### src/rtl/gcd_issue_pkg.sv
// Shared types and constants for the GCD operand-issue block.
// Holds the controller state type, the cycle-counter width and a saturating increment.
package gcd_issue_pkg;

    localparam int CYC_W = 16;

    typedef enum logic [1:0] {
        IDLE  = 2'd0,
        ISSUE = 2'd1,
        WAIT  = 2'd2,
        HOLD  = 2'd3
    } issue_state_t;

    function automatic logic [CYC_W-1:0] sat_inc(input logic [CYC_W-1:0] v);
        return (&v) ? v : v + CYC_W'(1);
    endfunction

endpackage

### src/rtl/gcd_issue_if.sv
// Operand, core and result signals of gcd_issue bundled into one interface.
// slave is the gcd_issue side, master is the producer/core/consumer side.
interface gcd_issue_if #(
    parameter int XLEN = 16
) ();
    import gcd_issue_pkg::*;

    logic              in_valid;
    logic              in_ready;
    logic [XLEN-1:0]   in_a;
    logic [XLEN-1:0]   in_b;
    logic              ld_o;
    logic [XLEN-1:0]   a_o;
    logic [XLEN-1:0]   b_o;
    logic              core_done_i;
    logic [XLEN-1:0]   core_gcd_i;
    logic              out_valid;
    logic              out_ready;
    logic [XLEN-1:0]   out_gcd;
    logic [CYC_W-1:0]  out_cycles;

    modport slave (
        input  in_valid, in_a, in_b, core_done_i, core_gcd_i, out_ready,
        output in_ready, ld_o, a_o, b_o, out_valid, out_gcd, out_cycles
    );

    modport master (
        output in_valid, in_a, in_b, core_done_i, core_gcd_i, out_ready,
        input  in_ready, ld_o, a_o, b_o, out_valid, out_gcd, out_cycles
    );

endinterface

### src/rtl/gcd_fifo.sv
// First-word-fall-through operand FIFO with wrap-around pointers.
// Full is reported from the registered count, so a pop never opens a slot in the same cycle.
module gcd_fifo #(
    parameter int WIDTH = 32,
    parameter int DEPTH = 4
) (
    input  logic             clk,
    input  logic             reset,
    input  logic             push_i,
    input  logic [WIDTH-1:0] data_i,
    input  logic             pop_i,
    output logic             full_o,
    output logic             empty_o,
    output logic [WIDTH-1:0] data_o
);
    localparam int AW = $clog2(DEPTH);
    localparam logic [AW:0] FULL_CNT = (AW+1)'(DEPTH);

    logic [WIDTH-1:0] mem_q [DEPTH];
    logic [AW-1:0]    wr_ptr_q;
    logic [AW-1:0]    rd_ptr_q;
    logic [AW:0]      count_q;
    logic             do_push;
    logic             do_pop;

    assign full_o  = (count_q == FULL_CNT);
    assign empty_o = (count_q == '0);
    assign do_push = push_i && !full_o;
    assign do_pop  = pop_i && !empty_o;
    assign data_o  = mem_q[rd_ptr_q];

    // Storage needs no reset: the count alone decides what is valid.
    always_ff @(posedge clk) begin
        if (do_push) begin
            mem_q[wr_ptr_q] <= data_i;
        end
    end

    always_ff @(posedge clk or posedge reset) begin
        if (reset) begin
            wr_ptr_q <= '0;
            rd_ptr_q <= '0;
            count_q  <= '0;
        end else begin
            if (do_push) begin
                wr_ptr_q <= wr_ptr_q + AW'(1);
            end
            if (do_pop) begin
                rd_ptr_q <= rd_ptr_q + AW'(1);
            end
            case ({do_push, do_pop})
                2'b10:   count_q <= count_q + (AW+1)'(1);
                2'b01:   count_q <= count_q - (AW+1)'(1);
                default: count_q <= count_q;
            endcase
        end
    end

endmodule

### src/rtl/gcd_issue.sv
// Queues operand pairs and issues them one at a time to an external GCD core,
// returning each result with the number of cycles the core took.
module gcd_issue
    import gcd_issue_pkg::*;
#(
    parameter int XLEN  = 16,
    parameter int DEPTH = 4
) (
    input  logic        clk,
    input  logic        reset,
    gcd_issue_if.slave  bus
);
    logic                fifo_full;
    logic                fifo_empty;
    logic                fifo_pop;
    logic [2*XLEN-1:0]   head;
    logic [XLEN-1:0]     head_a;
    logic [XLEN-1:0]     head_b;
    logic                bypass;
    logic                ld;

    issue_state_t        state_q, state_d;
    logic [CYC_W-1:0]    cnt_q, cnt_d;
    logic [XLEN-1:0]     gcd_q, gcd_d;
    logic [CYC_W-1:0]    cyc_q, cyc_d;

    gcd_fifo #(
        .WIDTH (2*XLEN),
        .DEPTH (DEPTH)
    ) u_fifo (
        .clk     (clk),
        .reset   (reset),
        .push_i  (bus.in_valid),
        .data_i  ({bus.in_a, bus.in_b}),
        .pop_i   (fifo_pop),
        .full_o  (fifo_full),
        .empty_o (fifo_empty),
        .data_o  (head)
    );

    assign head_a = head[2*XLEN-1:XLEN];
    assign head_b = head[XLEN-1:0];
    // A zero operand makes the GCD the other operand, so the core is skipped.
    assign bypass = (head_a == '0) || (head_b == '0);

    always_comb begin
        state_d  = state_q;
        cnt_d    = cnt_q;
        gcd_d    = gcd_q;
        cyc_d    = cyc_q;
        fifo_pop = 1'b0;
        ld       = 1'b0;
        case (state_q)
            IDLE: begin
                if (!fifo_empty) begin
                    state_d = ISSUE;
                end
            end
            ISSUE: begin
                fifo_pop = 1'b1;
                if (bypass) begin
                    gcd_d   = head_a | head_b;
                    cyc_d   = '0;
                    state_d = HOLD;
                end else begin
                    ld      = 1'b1;
                    cnt_d   = '0;
                    state_d = WAIT;
                end
            end
            WAIT: begin
                // The captured count includes the cycle on which done arrives.
                cnt_d = sat_inc(cnt_q);
                if (bus.core_done_i) begin
                    gcd_d   = bus.core_gcd_i;
                    cyc_d   = sat_inc(cnt_q);
                    state_d = HOLD;
                end
            end
            HOLD: begin
                if (bus.out_ready) begin
                    state_d = fifo_empty ? IDLE : ISSUE;
                end
            end
            default: state_d = IDLE;
        endcase
    end

    always_ff @(posedge clk or posedge reset) begin
        if (reset) begin
            state_q <= IDLE;
            cnt_q   <= '0;
            gcd_q   <= '0;
            cyc_q   <= '0;
        end else begin
            state_q <= state_d;
            cnt_q   <= cnt_d;
            gcd_q   <= gcd_d;
            cyc_q   <= cyc_d;
        end
    end

    assign bus.in_ready   = !fifo_full;
    assign bus.ld_o       = ld;
    assign bus.a_o        = head_a;
    assign bus.b_o        = head_b;
    assign bus.out_valid  = (state_q == HOLD);
    assign bus.out_gcd    = gcd_q;
    assign bus.out_cycles = cyc_q;

endmodule
### src/flat_wrapper.sv
// flat-port wrapper written by rule: the top's interface ports become plain ports
module gcd_issue_flat import gcd_issue_pkg::*;
#(
    parameter int XLEN  = 16,
    parameter int DEPTH = 4
)
  (clk, reset, bus_in_valid, bus_in_a, bus_in_b, bus_core_done_i, bus_core_gcd_i, bus_out_ready, bus_in_ready, bus_ld_o, bus_a_o, bus_b_o, bus_out_valid, bus_out_gcd, bus_out_cycles);
  gcd_issue_if #(.XLEN(XLEN)) bus_i ();
  input  logic clk;
  input  logic reset;
  input wire logic [$bits(bus_i.in_valid)-1:0] bus_in_valid;
  input wire logic [$bits(bus_i.in_a)-1:0] bus_in_a;
  input wire logic [$bits(bus_i.in_b)-1:0] bus_in_b;
  input wire logic [$bits(bus_i.core_done_i)-1:0] bus_core_done_i;
  input wire logic [$bits(bus_i.core_gcd_i)-1:0] bus_core_gcd_i;
  input wire logic [$bits(bus_i.out_ready)-1:0] bus_out_ready;
  output wire logic [$bits(bus_i.in_ready)-1:0] bus_in_ready;
  output wire logic [$bits(bus_i.ld_o)-1:0] bus_ld_o;
  output wire logic [$bits(bus_i.a_o)-1:0] bus_a_o;
  output wire logic [$bits(bus_i.b_o)-1:0] bus_b_o;
  output wire logic [$bits(bus_i.out_valid)-1:0] bus_out_valid;
  output wire logic [$bits(bus_i.out_gcd)-1:0] bus_out_gcd;
  output wire logic [$bits(bus_i.out_cycles)-1:0] bus_out_cycles;
  assign bus_i.in_valid = bus_in_valid;
  assign bus_i.in_a = bus_in_a;
  assign bus_i.in_b = bus_in_b;
  assign bus_i.core_done_i = bus_core_done_i;
  assign bus_i.core_gcd_i = bus_core_gcd_i;
  assign bus_i.out_ready = bus_out_ready;
  assign bus_in_ready = bus_i.in_ready;
  assign bus_ld_o = bus_i.ld_o;
  assign bus_a_o = bus_i.a_o;
  assign bus_b_o = bus_i.b_o;
  assign bus_out_valid = bus_i.out_valid;
  assign bus_out_gcd = bus_i.out_gcd;
  assign bus_out_cycles = bus_i.out_cycles;
  gcd_issue #(.XLEN(XLEN), .DEPTH(DEPTH)) u_core (.clk(clk), .reset(reset), .bus(bus_i));
endmodule
### config.mk
export PLATFORM = sky130hd
export DESIGN_NAME = gcd_issue_flat
export DESIGN_NICKNAME = d
export VERILOG_FILES = /design/src/rtl/gcd_issue_pkg.sv /design/src/rtl/gcd_issue_if.sv /design/src/rtl/gcd_fifo.sv /design/src/rtl/gcd_issue.sv /design/src/flat_wrapper.sv
export SDC_FILE = /design/constraint.sdc
export NUM_CORES = 1
export LEC_CHECK = 0
export ABC_CLOCK_PERIOD_IN_PS = 2400
export BUFFER_PORTS_ARGS = -buffer_cell sky130_fd_sc_hd__clkbuf_2
export CAP_MARGIN = 25
export CORE_MARGIN = 2
export CORE_UTILIZATION = 50
export CTS_CLUSTER_SIZE = 30
export DETAILED_ROUTE_END_ITERATION = 10
export MAX_ROUTING_LAYER = met4
export PLACE_DENSITY = 0.74
export SYNTH_ARGS = -nofsm -noshare
export SYNTH_HDL_FRONTEND = slang
export SYNTH_HIERARCHICAL = 1
export SYNTH_SLANG_ARGS = --single-unit
export TNS_END_PERCENT = 100
### constraint.sdc
create_clock -name clk -period 2.4 [get_ports clk]
set_input_delay 0.6 -clock clk [delete_from_list [all_inputs] [get_ports clk]]
set_output_delay 0.6 -clock clk [all_outputs]
set_load 0.03 [all_outputs]
Yosys cells after proc, flatten, opt, wreduce, memory -nomap -nowiden
Memory sizes are Yosys's and may differ from the RTL's. Index checks and enable logic that the tools add are counted.

Output and inout bits: 67. Memory bits (writable): 128. Register bits after elaboration: 57. Memories: 1. Input port bits: 53.

Muxes and demuxes: 21. Bitwise logic cells: 1. Equal/unequal tests: 11. Reductions and logical operators: 15. Add/sub/neg operators: 5.

Memories: u_core.u_fifo.mem_q (depth 4, width 32, read ports 1, clocked after memory_dff 0, write ports 1, line gcd_fifo.sv:19) `logic [WIDTH-1:0] mem_q [DEPTH];`.

Operators by type and width (number): $mux 16 (6); $pmux 16 s2 (3); $logic_not 16->1 (2); $add 16x1->16 const B (1); $or 16x16->16 (1); $reduce_and 16->1 (1); $ne 2x2->1 const B (4); $pmux 2 s4 (1); $mux 1 (7); $eq 2x2->1 const B (3); $mux 2 (3); $pmux 3 s2 (1); $reduce_and 3->1 (2); $add 2x1->2 const B (2); $eq 2x1->1 const B (2); $reduce_bool 2->1 (2); $add 3x1->3 const B (1); $eq 3x3->1 const B (1); $logic_not 3->1 (1); $sub 3x1->3 const B (1); $logic_and 1x1->1 (2); $logic_not 1->1 (2); $logic_not 2->1 (1); $ne 2x1->1 const B (1); 2 further kinds (2).

Longest topological paths before layout
Gate-level depths: netlist of run 1.

Word-level depth: 5. Depth in mapped cells: 10. Mapped depth without buffers: 9.

Cells and area by module
Netlist of run 1, hierarchy kept.

Modules (own cells, without submodules): gcd_fifo (cells each 206, area each 5094.9 µm², instances 1, sequential area each 4018.9 µm²); gcd_issue (cells each 297, area each 2771.4 µm², instances 1, sequential area each 1251.2 µm²).

Worst setup path before layout of run 1
OpenSTA, ideal clock, no wires.

Path kind: register to output. Start point: register u_core.u_fifo.rd_ptr_q[0]. End point: output port bus_ld_o. Arrival: 2.209 ns. Setup slack: -0.409 ns. Required time: 1.800 ns. Stages on the path, launching flop included: 7. Cell sequence: dfrtp_1 > buf_6 > buf_12 > mux4_2 > nor4_1 > and4_1 > nor3_1.

Longest elaborated chain between the ends: 5. Elaborated cells between the ends (all ways): 6. Classes of those cells: mux: 2; reduce/logical: 3; memory: 1.

Ends and longest elaborated chain: start: declaration (line gcd_fifo.sv:21) `logic [AW-1:0] rd_ptr_q;`; start signal: assignment (line gcd_fifo.sv:49) `rd_ptr_q <= rd_ptr_q + AW'(1);`; $mem_v2 4x32; net bus_b_o[10] (line flat_wrapper.sv:20) `output wire logic [$bits(bus_i.b_o)-1:0] bus_b_o;`; $logic_not 16->1 (line gcd_issue.sv:44) `assign bypass = (head_a == '0) || (head_b == '0);`; $logic_or 1x1->1 (line gcd_issue.sv:44); $mux 1 (line gcd_issue.sv:61) `if (bypass) begin`; $mux 1 (line gcd_issue.sv:53) `case (state_q)`; end: declaration (line flat_wrapper.sv:18) `output wire logic [$bits(bus_i.ld_o)-1:0] bus_ld_o;`.

The timed path passes the listed nets, and every way through them passes these cells.

Final worst setup path of run 1
Start point: register u_core.u_fifo.rd_ptr_q[0]. End point: output port bus_ld_o.

Longest elaborated chain between the ends: 5. Elaborated cells between the ends (all ways): 6. Classes of those cells: mux: 2; reduce/logical: 3; memory: 1.

Ends and longest elaborated chain (line): $mem_v2 4x32 (*); $logic_not 16->1 (gcd_issue.sv:44); $logic_or 1x1->1 (*) (gcd_issue.sv:44); $mux 1 (*) (gcd_issue.sv:61); $mux 1 (*) (gcd_issue.sv:53).

Mark *: on every way between the ends. The rest lies on a longest branch, timed or not.

==> flow_summary.toml, run 1 <==
[clock_tree]
cts_made_buffers = 17
cts_tree = "yes"
cts_buffer_depth = 2
cts_root_buffer = "clkbuf_16"
clock_sinks = 185
cts_htree_levels = 4
insertion_delay_ps = 430
hold_buffers = 0
path_clk_slew_ps = 70

[place]
gp_congestion = 0.906
placed_cells = 873
place.port_buffers = 119
dp_slack_ps = -519
dp.final_hpwl_mm = 13.3

[synthesis]
synth.avg_cell_area_um2 = 15.6
synth_compound_area_frac = 0.0717
yosysWarnings = 6
synth_nets = 568
synth_top_area_frac = 0.489
ys_seq_elements = 185
synth_seq_area_share = 0.670
synthTopCellsByArea = "edfxtp_1 49%, dfrtp_1 18%, mux4_2 8.0%"
synth_top_family_by_area = "multiplexers"
synth_adder_area_share = 0.0200
syn_inst = 503
yosys.area_share.xor_xnor = 0.0111
muxShareOfSynthArea = 0.112
yosys.area_share.simple = 0.0856
synthArstFlopShare = 0.308
synth.distinct_cells = 61
synth_area_leader_cell = "edfxtp_1"
synth_top_flop_cell = "edfxtp_1"
synth-edff-count = 128
synth_area_um2 = 7870

[critical_path]
critPathCaptureType = "output port"
rr_startpoint = "u_core/u_fifo/rd_ptr_q[0]$_DFFE_PP0P_"
reg2regPathDepth = 13
crit_path_start_kind = "flop"
cp.arrival_ps = 2590
r2r_setup_slack_ps = -580
crit_fanout = 6
required_ps = 1800
worst_r2r_endpoint = "u_core/bus.out_cycles[1]$_DFFE_PP0P_"
path_class = "flop to output port"

[power]
max-vdd-ir-drop_mv = 1.05
total_power_w = 0.0154
p_leak_nw = 4.26
pwr_density_cell_nw_per_um2 = 1440

[cells_and_area]
layout_common_cells = "128 x edfxtp_1, 96 x clkbuf_2, 56 x dfrtp_1"
final_nets = 779
layout-drive-gt1-share = 0.472
layout.cells.non_filler = 938
n_fill_cell = 978
utilization = 0.698
mostFrequentLayoutCell = "edfxtp_1"
antenna_cells = 0
syn_to_final_growth_pct = 36.0

[floorplan]
dieWidth_um = 129
fp-row-count = 45
num_io_pins = 120
core_um2 = 15300
dieHeight_um = 129
die_area_um2 = 16800
initial_core_util = 0.514

[sta]
whs_ps = 114
slew-limit-headroom = 0.587
fmax_mhz = 314
skew_ps = 15.1
finalCritPeriodShare = 1.33
hold_violations = 0
worstMarginPinSlew_ps = 619
fin_crit_ps = 3190
worst_slack_ps = -790
finalSetupViolations = 82
rsz0062_at_grt = "yes"
timing.final.max_slew_violations = 0

[run_status]
violations = "negative setup slack"
outcome = "finished with violations"

[global_route]
grt_pass1_vias = 5286
grt_remaining_overflow = 0
grt_first_pass_wirelength_mm = 29.7
antenna_found_initial = 0
grt_max_degree = 33
grt_usage = 0.249

[route]
num_vias = 5390
ant_nets = 0
wl_mm = 20.6
initialDrtViolationCount = 462
routedWlPerCell_um = 22.0
drc = 0
viasPerCell = 5.75
dr.pass1.iters = 5

[worst_hold_path]
hold_class = "input port to async pin"

[job]
max_cap_viol_count = 0
[cell usage after synthesis (10+ instances only)]
library cell and number:
inv_1 17, o21ai_0 43, o31ai_1 11, mux4_2 28
edfxtp_1 128, clkbuf_1 10, ha_1 11, or3_1 19
nand2_1 39, dfrtp_1 57
[state kept, by name, summed over array words and instances (netlist names)]
| register | flops |
|---|---|
| u_core/u_fifo/mem_q | 128 |
| u_core/bus.out_cycles | 16 |
| u_core/bus.out_gcd | 16 |
| u_core/cnt_q | 16 |
| u_core/u_fifo/count_q | 3 |
| u_core/state_q | 2 |
| u_core/u_fifo/rd_ptr_q | 2 |
| u_core/u_fifo/wr_ptr_q | 2 |
[worst max path at each step]
stage | start | endpoint | slack (ps) | cells past startpoint
final | u_core/u_fifo/rd_ptr_q[0]$_DFFE_PP0P_ | bus_ld_o | -790 | 8
after global routing | u_core/u_fifo/rd_ptr_q[0]$_DFFE_PP0P_ | bus_ld_o | -880 | 8
after CTS | u_core/u_fifo/rd_ptr_q[0]$_DFFE_PP0P_ | bus_ld_o | -760 | 6
after detailed placement | u_core/u_fifo/rd_ptr_q[0]$_DFFE_PP0P_ | u_core/bus.out_cycles[0]$_DFFE_PP0P_ | -520 | 8
after global placement | u_core/u_fifo/rd_ptr_q[0]$_DFFE_PP0P_ | u_core/bus.out_cycles[3]$_DFFE_PP0P_ | -460 | 9
after floorplan | u_core/u_fifo/rd_ptr_q[0]$_DFFE_PP0P_ | bus_ld_o | -120 | 6
[logic make-up after synthesis]
logic type | Yosys count
AND/OR/NAND/NOR | 120
AO/OA/AOI/OAI | 88
multiplexers | 45
XOR/XNOR | 10
buffers and inverters | 43
adder cells (fa/ha/maj) | 12
flip-flops | 185
[power by group]
part | total [W] | switching [W] | internal (W)
clock | 0.00252 | 0.00120 | 0.00133
sequential | 0.00451 | 0.000335 | 0.00418
combinational | 0.00838 | 0.00444 | 0.00394
total | 0.0154 | 0.00597 | 0.00944
[critical path, cell delays in order, from the launching register on]
cell	delay, ps
dfrtp_2	410
buf_12	130
buf_12	130
mux4_2	540
nor4_2	320
buf_4	170
and4_4	260
nor3_4	50
clkbuf_8	150
[routing by layer]
| layer | vias up | global-route usage | part of all wire |
|---|---|---|---|
| met2 | 223 | 0.411 | 0.53 |
| li1 | 2388 | - | - |
| met1 | 2746 | 0.313 | 0.39 |
| met4 | 0 | 0.0829 | 0.020 |
| met3 | 33 | 0.0491 | 0.057 |
| met5 | - | - | 0 |
[area by class of cell]
class	count	area [µm²]	share of cell area
Timing Repair Buffer	217	1920	0.179
Clock buffer	18	429	0.0401
Sequential cell	185	5270	0.493
Multi-Input combinational cell	275	2650	0.248
Inverter	18	67.6	0.00632
Tap cell	211	264	0.0247
Clock inverter	14	95.1	0.00889
[metrics by stage]
step                      area (µm²)  setup TNS [ps]
after floorplan                 7940           -1310
after global placement          9220          -18050
after detailed placement        9220          -19790
after CTS                      10200          -22650
after global routing           10700          -31930
final                          10700          -27350
[timing repair]
action | 4_1_cts | 5_1_grt
gates cloned | 2 | 5
buffers inserted | 10 | 25
gates resized for setup | 79 | 107
endpoints found under the setup margin | 82 | 82
endpoints found under the hold margin | 0 | 0
pin swaps | 2 | 11
Note: power is estimated with default switching activity, not from simulation.
==> inputs of run 2 (changes only) <==
ABC_CLOCK_PERIOD_IN_PS = unset   (was 2400)
clock period = 2.6 ns   (was 2.4 ns; I/O delays follow)
==> flow_summary.toml, run 2 (same netlist as run 1, synthesis figures left out) <==
[route]
ant_nets = 0
initialDrtViolationCount = 661
routedWlPerCell_um = 23.5
num_vias = 5656
drc = 0
dr.pass1.iters = 6
viasPerCell = 6.00
wl_mm = 22.1

[sta]
fmax_mhz = 314
skew_ps = 7.91
rsz0062_at_grt = "yes"
fin_crit_ps = 3190
finalSetupViolations = 71
slew-limit-headroom = 0.625
worst_slack_ps = -590
finalCritPeriodShare = 1.23
worstMarginPinSlew_ps = 558
timing.final.max_slew_violations = 0
hold_violations = 0

[place]
dp.final_hpwl_mm = 12.8
dpl_cell_area_um2 = 9140
gp_congestion = 0.929
place.port_buffers = 119
dp_slack_ps = -235

[worst_hold_path]
hold_class = "input port to async pin"

[job]
max_cap_viol_count = 0

[critical_path]
cp.arrival_ps = 2540
crit_fanout = 4
cp_slowest_cell = "mux4_2"
critPathCaptureType = "output port"
rr_startpoint = "u_core/u_fifo/rd_ptr_q[0]$_DFFE_PP0P_"
required_ps = 1950
crit_family = "simple AND/OR/NAND/NOR gates"
crit_start = "u_core/u_fifo/rd_ptr_q[0]$_DFFE_PP0P_"
path_class = "flop to output port"
cp_cell_sequence = "buf_4, bufbuf_16, mux4_2, nor4_1, and4_4, nor3_4, clkbuf_8"
slowest_delay_ps = 540
cp_num_buf_inv = 3
crit_path_start_kind = "flop"

[clock_tree]
path_clk_slew_ps = 70
hold_buffers = 0
clock_sinks = 185
cts_made_buffers = 17
cts_htree_levels = 4
cts_root_buffer = "clkbuf_16"
insertion_delay_ps = 430
cts_tree = "yes"
cts_buffer_depth = 2

[cells_and_area]
syn_to_final_growth_pct = 42.8
multiInputGateArea_um2 = 2870
mostFrequentLayoutCell = "edfxtp_1"
final_area_um2 = 11200
n_fill_cell = 896
layout_common_cells = "128 x edfxtp_1, 87 x clkbuf_2, 56 x dfrtp_1"
antenna_cells = 0
layout-drive-gt1-share = 0.517
seqCellArea_um2 = 5270
largest_register = "u_core/u_fifo/mem_q"
largest_reg_flops = 128
final_nets = 783

[floorplan]
initial_core_util = 0.514
fp-row-count = 45
core_um2 = 15300
die_area_um2 = 16800
dieWidth_um = 129
dieHeight_um = 129
num_io_pins = 120

[power]
clock_power_share = 0.170
switching_power_w = 0.00607
max-vdd-ir-drop_mv = 0.783
seqPwrFrac = 0.271
pwr_density_cell_nw_per_um2 = 1380
p_int_w = 0.00947
p_sw_frac = 0.391
comb_power_share = 0.559
p_leak_nw = 4.49

[global_route]
grt_remaining_overflow = 0
grt_max_degree = 33
grt_first_pass_wirelength_mm = 32.1
grt_pass1_vias = 5630
antenna_found_initial = 0
grt_usage = 0.270

[run_status]
outcome = "finished with violations"
violations = "negative setup slack"
## run 2: worst register-to-register path: stages (launching register included)
cell	delay (ps)
dfrtp_2	440
buf_4	150
buf_12	140
buf_4	140
mux4_2	390
nor4_2	60
and4_4	190
buf_6	120
buf_6	100
buf_6	110
buf_6	110
buf_6	110
buf_6	110
o31ai_4	300
buf_6	210
o31ai_4	90
a22o_1	260
## run 2: worst paths after layout
check | cells past startpoint | to | slack, ps
max | 7 | bus_ld_o | -590
min | 2 | u_core/state_q[0]$_DFFE_PP0P_ | 110
min in group clk | 1 | u_core/u_fifo/mem_q[0][18]$_DFFE_PP_ | 440
min reg2reg | 2 | u_core/bus.out_cycles[3]$_DFFE_PP0P_ | 490
max reg2reg | 16 | u_core/cnt_q[0]$_DFFE_PP0P_ | -530
max in group asynchronous | 3 | u_core/bus.out_gcd[7]$_DFFE_PP0P_ | 1950
## run 2: timing repair
item	4_1_cts	5_1_grt
pin swaps	30	24
resized for setup	192	88
setup endpoints to repair	62	82
hold endpoints to repair	0	0
setup buffers	25	18
cloned	11	0
## run 2: layer usage
metal | part of all wire | global-route usage
met1 | 0.37 | 0.328
met2 | 0.53 | 0.451
met3 | 0.069 | 0.0421
met4 | 0.030 | 0.120
met5 | 0 | -
## run 2: power by group through the flow
stage	registers [W]	logic (W)	clock network [W]
after global routing	0.00425	0.00905	0.00279
after detailed placement	0.00418	0.00552	0
after CTS	0.00415	0.00793	0.00265
after floorplan	0.00438	0.00316	0
after global placement	0.00413	0.00540	0
final	0.00421	0.00869	0.00264
## run 2: through the flow
stage                     std cells   util  hold WS [ps]  setup TNS [ps]  total power [W]
after global routing            942  0.734           113          -28680           0.0161
after global placement          869  0.597           459           -6840          0.00953
after detailed placement        869  0.597           470           -7060          0.00971
after CTS                       935  0.716           110          -22830           0.0147
after floorplan                 503      -           453               0          0.00753
final                           942  0.734           112          -21320           0.0155
## run 2: area by class of cell
class                      count  area share
inverter                      18     0.00601
tap                          211      0.0235
timing repair buffer         221       0.191
multi-input combinational    275       0.256
sequential                   185       0.469
clock inverter                15      0.0167
clock buffer                  17      0.0379
==> inputs of run 3 (changes only) <==
SKIP_CTS_REPAIR_TIMING = 1   (was unset)
==> flow_summary.toml, run 3 (same netlist as run 1, synthesis figures left out) <==
[cells_and_area]
antenna_cells = 0
layout-drive-gt1-share = 0.428
largest_register = "u_core/u_fifo/mem_q"
largest_reg_flops = 128
mostFrequentLayoutCell = "edfxtp_1"
utilization = 0.662
final_area_um2 = 10100
n_fill_cell = 1084
layout_common_cells = "128 x edfxtp_1, 89 x clkbuf_2, 66 x buf_4"
final_nets = 760
syn_to_final_growth_pct = 28.9

[place]
dpl_cell_area_um2 = 9140
gp_congestion = 0.929
dp.final_hpwl_mm = 12.8
place.port_buffers = 119

[critical_path]
crit_top_cell = "buf_4"
cp_slowest_cell = "mux4_2"
crit_fanout = 5
cp_cell_sequence = "buf_4, buf_12, mux4_2, nor4_2, buf_4, and4_4, nor3_4, buf_6"
crit_start = "u_core/u_fifo/rd_ptr_q[0]$_DFFE_PP0P_"
rr_startpoint = "u_core/u_fifo/rd_ptr_q[0]$_DFFE_PP0P_"
required_ps = 1950
slowest_delay_ps = 520
cp.arrival_ps = 2540
crit_path_start_kind = "flop"
path_class = "flop to output port"
critPathCaptureType = "output port"

[global_route]
grt_pass1_vias = 5162
antenna_found_initial = 1
grt_usage = 0.230
grt_max_degree = 33
grt_remaining_overflow = 0
grt_first_pass_wirelength_mm = 27.7

[sta]
finalSetupViolations = 75
fmax_mhz = 313
timing.final.max_slew_violations = 0
slew-limit-headroom = 0.656
worstMarginPinSlew_ps = 516
fin_tns_setup_ps = -9280
finalCritPeriodShare = 1.23
hold_violations = 0
worst_slack_ps = -594
rsz0062_at_grt = "yes"
fin_crit_ps = 3190
skew_ps = 7.06

[job]
max_cap_viol_count = 0

[floorplan]
num_io_pins = 120
dieWidth_um = 129
dieHeight_um = 129
initial_core_util = 0.514
die_area_um2 = 16800
core_um2 = 15300
fp-row-count = 45

[power]
max-vdd-ir-drop_mv = 0.624
pwr_density_cell_nw_per_um2 = 1290
total_power_w = 0.0131
p_leak_nw = 4.04

[route]
routedWlPerCell_um = 20.9
dr.pass1.iters = 5
viasPerCell = 5.72
ant_nets = 0
drc = 0
num_vias = 5256
wl_mm = 19.2
initialDrtViolationCount = 592

[clock_tree]
cts_tree = "yes"
cts_made_buffers = 17
cts_htree_levels = 4
cts_root_buffer = "clkbuf_16"
cts_buffer_depth = 2
path_clk_slew_ps = 70
clock_sinks = 185
insertion_delay_ps = 430

[worst_hold_path]
hold_class = "input port to async pin"

[run_status]
violations = "negative setup slack"
outcome = "finished with violations"
run 3: changes by cell type in the layout (fill, tap and decap cells not counted), moves of 14 or more:
cell      previous run  this run
buf_6               50         8
buf_4               33        66
nand2_1             12        38
buf_2                0        21
nand2_4             19         0
clkbuf_8            16         0
o21ai_0             25        39
o21ai_2             14         0
run 3: routing by layer:
metal	vias up	track usage	share of wire
met5	-	-	0
met4	0	0.0677	0.021
met3	26	0.0442	0.064
met2	217	0.373	0.52
met1	2665	0.299	0.40
li1	2348	-	-
run 3: worst paths after layout:
kind | endpoint | slack [ps] | cells past startpoint
max | bus_ld_o | -590 | 8
min | u_core/state_q[0]$_DFFE_PP0P_ | 110 | 2
max reg2reg | u_core/cnt_q[0]$_DFFE_PP0P_ | -280 | 11
min reg2reg | u_core/bus.out_gcd[1]$_DFFE_PP0P_ | 480 | 2
max in group asynchronous | u_core/bus.out_gcd[11]$_DFFE_PP0P_ | 1960 | 3
min in group clk | u_core/u_fifo/mem_q[2][24]$_DFFE_PP_ | 440 | 1
run 3: worst max-delay path: cells and delay by family, from the launching register on:
family / cells / cell delay (ps)
flip-flops: 1 / 420
AND/OR/NAND/NOR: 3 / 580
buffers and inverters: 4 / 600
multiplexers: 1 / 520
run 3: layout make-up:
cell class              count  area, µm²  share of cell area
clock inverters            15        188              0.0185
flip-flops and latches    185       5270               0.520
repair buffers            198       1420               0.140
clock buffers              17        425              0.0419
multi-input cells         275       2500               0.247
inverters                  18       67.6             0.00666
well taps                 211        264              0.0260
run 3: per-stage QoR:
stage / cells / hold WS [ps] / setup slack, ps
floorplan: 503 / 453 / 31.9
finish: 919 / 114 / -594
CTS: 901 / 110 / -691
detailed placement: 869 / 470 / -235
global placement: 869 / 459 / -252
global route: 919 / 118 / -680
run 3: report_power, final:
| group | switching, W | internal [W] |
|---|---|---|
| logic | 0.00367 | 0.00267 |
| registers | 0.000275 | 0.00385 |
| clock network | 0.00116 | 0.00146 |
